### src/rtl/half_argmax.sv
// half_argmax: streaming argmax over LENGTH binary16 elements.
// One element per in_valid cycle; result registered one cycle after the last.
module half_argmax #(
  parameter int LENGTH = 10,
  parameter int IDX_W  = $clog2(LENGTH)
) (
  input  logic             clk,
  input  logic             rst,
  input  logic             clear,
  input  logic             in_valid,
  input  logic [15:0]      a,
  output logic             out_valid,
  output logic [IDX_W-1:0] index,
  output logic [15:0]      max_value
);

  localparam int CNT_W = (LENGTH > 1) ? $clog2(LENGTH) : 1;
  localparam logic [0:0] S_IDLE  = 1'b0;
  localparam logic [0:0] S_ACCUM = 1'b1;
  localparam logic [CNT_W-1:0] LAST = CNT_W'(LENGTH - 1);

  logic [0:0]       r_state;
  logic [CNT_W-1:0] r_cnt;
  logic [15:0]      r_cand;
  logic [CNT_W-1:0] r_cand_idx;
  logic             r_out_valid;
  logic [IDX_W-1:0] r_index;
  logic [15:0]      r_max;

  logic             w_a_nan;
  logic             w_c_nan;
  logic [15:0]      w_a_key;
  logic [15:0]      w_c_key;
  logic             w_gt;
  logic             w_last;
  logic [15:0]      w_win;
  logic [CNT_W-1:0] w_win_idx;

  assign w_a_nan = (a[14:10] == 5'h1f) && (a[9:0] != 10'h0);
  assign w_c_nan = (r_cand[14:10] == 5'h1f) && (r_cand[9:0] != 10'h0);

  // Monotonic key: -0 folds onto +0, negatives sort below positives.
  function automatic logic [15:0] okey(input logic [15:0] h);
    logic neg;
    neg = h[15] && (h[14:0] != 15'h0);
    return neg ? {1'b0, ~h[14:0]} : {1'b1, h[14:0]};
  endfunction

  assign w_a_key = okey(a);
  assign w_c_key = okey(r_cand);

  assign w_gt = !w_a_nan && (w_c_nan || (w_a_key > w_c_key));

  assign w_last    = (r_state == S_ACCUM) && (r_cnt == LAST);
  assign w_win     = w_gt ? a : r_cand;
  assign w_win_idx = w_gt ? r_cnt : r_cand_idx;

  always_ff @(posedge clk) begin
    if (rst) begin
      r_state     <= S_IDLE;
      r_cnt       <= '0;
      r_cand      <= '0;
      r_cand_idx  <= '0;
      r_out_valid <= 1'b0;
      r_index     <= '0;
      r_max       <= '0;
    end else begin
      r_out_valid <= 1'b0;
      if (clear) begin
        r_state <= S_IDLE;
        r_cnt   <= '0;
      end else if (in_valid) begin
        if (r_state == S_IDLE) begin
          r_cand     <= a;
          r_cand_idx <= '0;
          r_cnt      <= CNT_W'(1);
          r_state    <= S_ACCUM;
        end else if (w_last) begin
          r_index     <= IDX_W'(w_win_idx);
          r_max       <= w_win;
          r_out_valid <= 1'b1;
          r_state     <= S_IDLE;
          r_cnt       <= '0;
        end else begin
          if (w_gt) begin
            r_cand     <= a;
            r_cand_idx <= r_cnt;
          end
          r_cnt <= r_cnt + CNT_W'(1);
        end
      end
    end
  end

  assign out_valid = r_out_valid;
  assign index     = r_index;
  assign max_value = r_max;

endmodule

### config.mk
export PLATFORM = sky130hd
export DESIGN_NAME = half_argmax
export DESIGN_NICKNAME = d
export VERILOG_FILES = /design/src/rtl/half_argmax.sv
export SDC_FILE = /design/constraint.sdc
export NUM_CORES = 1
export LEC_CHECK = 0
export ABC_AREA = 1
export CAP_MARGIN = 20
export CELL_PAD_IN_SITES_DETAIL_PLACEMENT = 0
export CELL_PAD_IN_SITES_GLOBAL_PLACEMENT = 1
export CORE_MARGIN = 2
export CORE_UTILIZATION = 43
export CTS_BUF_LIST = sky130_fd_sc_hd__clkbuf_2 sky130_fd_sc_hd__clkbuf_4 sky130_fd_sc_hd__clkbuf_8
export DETAILED_ROUTE_END_ITERATION = 10
export HOLD_SLACK_MARGIN = 0.08
export PLACE_DENSITY = 0.83
export SYNTH_ARGS = -nofsm -noshare
export SYNTH_HDL_FRONTEND = slang
export SYNTH_SLANG_ARGS = --single-unit
### constraint.sdc
create_clock -name clk -period 7.6 [get_ports clk]
set_input_delay 1.14 -clock clk [delete_from_list [all_inputs] [get_ports clk]]
set_output_delay 1.14 -clock clk [all_outputs]
set_load 0.01 [all_outputs]
==> impl_results.md <==
- Startpoint types: primary input
- Slowest CP cell: nand2_1
- RSZ-0062 raised after global routing: no
- Num CTS Buffers: 5
- R2R depth: 19
- Hold path cells: 2
- Post-CTS setup buffer count: 0
- Gpl congestion: 0.824
- Maximum fanout along the worst path: 24
- TritonRoute pass-1 iters: 4
- Commonest cells in the netlist: nand2_1 (108), inv_1 (69), a21oi_1 (65)
- Via count: 2909
- Async SR Flop Fraction: 0
- Most frequent cell after synthesis: nand2_1
- Sequential power share: 0.458
- R2R Path End: r_cand_idx[2]
- Vias per cell: 4.95
- Pwr dens: 155 nW/um^2
- Die width: 88.0 um
- Fmax: 205 MHz
- WL/cell: 13.0 um
- CP most frequent cell: nand2_1
- Slew Limit Fails: 0
- Sw Ratio: 0.340
- Worst-path cell chain: clkdlybuf4s50_1 -> nor2_1 -> nand3_1 -> nor3_2 -> nand3_2 -> o41ai_4 -> buf_4 -> xor2_1 -> ha_1 -> nand2_1 -> nor2_1 -> nand2_1 -> nand2_1 -> nand2_1 -> nand2_1 -> nand2_1 -> nand2_2 -> nand2_1 -> o21ai_0 -> nand2_1 -> a21oi_1
- WL final: 7.65 mm
- Clock transition at path regs: 0.09 ns
- Syn Nets: 499
- Leading area contributor after synthesis: dfxtp_1
- Yosys reg bits: 46
- Primary FF master, synth: dfxtp_1
- H-tree levels: 2
- Insertion delay to the later sink of the worst-skew pair: 0.31 ns
- IO Pins: 41
- Final Cycle Share: 0.641
- FP Rows: 30
- Inserted Diodes: 0
- CTS Buffer Depth: 2
- Root buf cell: clkbuf_8
- Tmin final: 4.87 ns
- CTS sink cnt: 46
- Total GRT Usage: 0.203
- Sequential-to-total area share from yosys stat: 0.303
- R2r setup slk: 3.50 ns
- Vias in the first global route: 2576
- Non-Filler Instances: 588
- Die area: 7750 um^2
- Mapped Area: 3040 um^2
- Mapped Cells: 461
- Layout area overhead: 18.1%
- Max Cap Viol: 0
- Nets@finish: 529
- Worst Hold Launch: r_cand_idx[0]
- Slew margin rel.: 0.450
- Grt total ovfl: 0
- Worst Hold End: r_cand_idx[0]
- Starting Density: 0.444
- Buffers on Ports: 40
- Switching power: 0.189 mW
- CTS Hold Bufs: 0
- Peak VDD IR: 0.0964 mV
- Antenna violations before repair: 0
- Library cells used by synthesis: 23
- Cell Count Post-Placement: 580
- Critical setup path kind: primary input to register
- Global-route wire length before repair: 12.4 mm
- Crit end category: register
- Fraction of layout cells with a size suffix above 1: 0.0346
- Yosys warns: 0
- Clock network power share: 0.288
- Critical path data arrival time: 5.11 ns
- Setup violations, final: 0
- Cell-internal power: 0.367 mW
- Slew @ Worst Pin: 0.822 ns
- Area share of the leading cell type in the synthesized netlist: 0.303
- CTS tree: built
- Mean Syn Cell Area: 6.58 um^2
- Worst Clk Skew: 0.00347 ns
- Comb pwr share: 0.254
- Post-synth EDFFs: 0
- Hold Fails Final Rpt: 0
- HP Class: register to register
- # resized after CTS: 0
- CORE AREA: 6830 um^2
- Critical Path RT: 7.84 ns
- Routed Antenna Nets: 0
- Status: finished clean
- Setup TNS: 0 ns
- Area contributors post-synth: dfxtp_1 (30%), nand2_1 (13%), a21oi_1 (11%), xor2_1 (8.9%), inv_1 (8.5%)
- Largest net degree at the start of global routing: 43
- Reg2reg start: r_cand[0]
- Final Power: 0.555 mW
- DP Wirelength: 5.45 mm
- Pleak: 1.63 nW
- DRC violations left: 0
- DRT iter0 DRCs: 164
- Die height: 88.0 um
- Critical Path Max Stage Delay: 0.55 ns
-- per-layer routing --
metal,part of all wire,global-route usage,up-vias
met4,0.012,0.0496,0
li1,-,-,1528
met5,0,0,-
met3,0.047,0.0292,8
met2,0.43,0.306,64
met1,0.51,0.307,1309
-- critical path: cells and delay by family --
kind	cells	cell delay (ns)
AND/OR/NAND/NOR	14	1.93
XOR/XNOR	1	0.11
adder cells (fa/ha/maj)	1	0.31
buffers and inverters	2	0.85
AO/OA/AOI/OAI	3	0.75
-- cell usage in the layout (no fill, tap or decap) --
cell / n
a211oi_1: 1
a21o_1: 1
a21oi_1: 65
buf_4: 4
clkbuf_4: 1
clkbuf_8: 5
clkdlybuf4s50_1: 40
clkinv_2: 1
clkinv_4: 1
dfxtp_1: 46
ha_1: 18
inv_1: 69
nand2_1: 108
nand2_2: 1
nand3_1: 41
nand3_2: 1
nand4_1: 4
nor2_1: 21
nor3_1: 4
nor3_2: 1
o21ai_0: 25
o41ai_4: 1
or2_2: 1
xnor2_1: 1
xor2_1: 31
-- stage by stage --
step | utilization | hold slack (ns) | cell area [um^2] | worst slack (ns)
3_3_place_gp | 0.512 | 0.453 | 3500 | 2.43
5_1_grt | 0.525 | 0.491 | 3590 | 2.22
4_1_cts | 0.525 | 0.470 | 3590 | 2.68
6_report | 0.525 | 0.471 | 3590 | 2.73
3_5_place_dp | 0.512 | 0.456 | 3500 | 2.36
2_1_floorplan | - | 0.445 | 3040 | 3.65
-- state kept, by name (all words and copies together) (netlist names) --
| register | cells |
|---|---|
| max_value | 16 |
| r_cand | 16 |
| index | 4 |
| out_valid | 1 |
| r_cnt | 4 |
| r_cand_idx | 4 |
| r_state | 1 |
-- worst max-delay path by stage --
stage / start / to / slack [ns] / cells after the start
2_1_floorplan: a[9] / index[0] / 3.65 / 20
3_3_place_gp: a[0] / r_cand_idx[1] / 2.43 / 21
3_5_place_dp: a[0] / r_cand_idx[3] / 2.36 / 21
4_1_cts: a[0] / r_cand_idx[3] / 2.68 / 21
5_1_grt: a[0] / r_cand_idx[2] / 2.22 / 19
6_report: a[0] / r_cand_idx[2] / 2.73 / 21
-- cell type report --
cell class	instances	area (um^2)
clock inverter	2	13.8
fill	739	3250
inverter	69	259
timing repair buffer	44	430
sequential	46	921
clock buffer	6	76.3
multi-input combinational	325	1770
tap	96	120
-- power by group through the flow --
| stage | Sequential (mW) | Combinational [mW] | Clock, mW |
|---|---|---|---|
| after floorplan | 0.256 | 0.104 | 0 |
| after global placement | 0.260 | 0.139 | 0 |
| after detailed placement | 0.260 | 0.142 | 0 |
| after CTS | 0.254 | 0.142 | 0.163 |
| after global routing | 0.255 | 0.162 | 0.171 |
| final | 0.254 | 0.141 | 0.160 |
-- kinds of logic (layout without fill, tap and decap cells) --
kind of cell    after synthesis  in the layout  share of synthesized area
compound gates               93             93                      0.162
xor+xnor                     32             32                     0.0923
fa+ha+maj                    18             18                     0.0742
buf+inv                      90            121                      0.115
flops                        46             46                      0.303
simple gates                182            182                      0.253
Power figures use the tool's default switching activity.
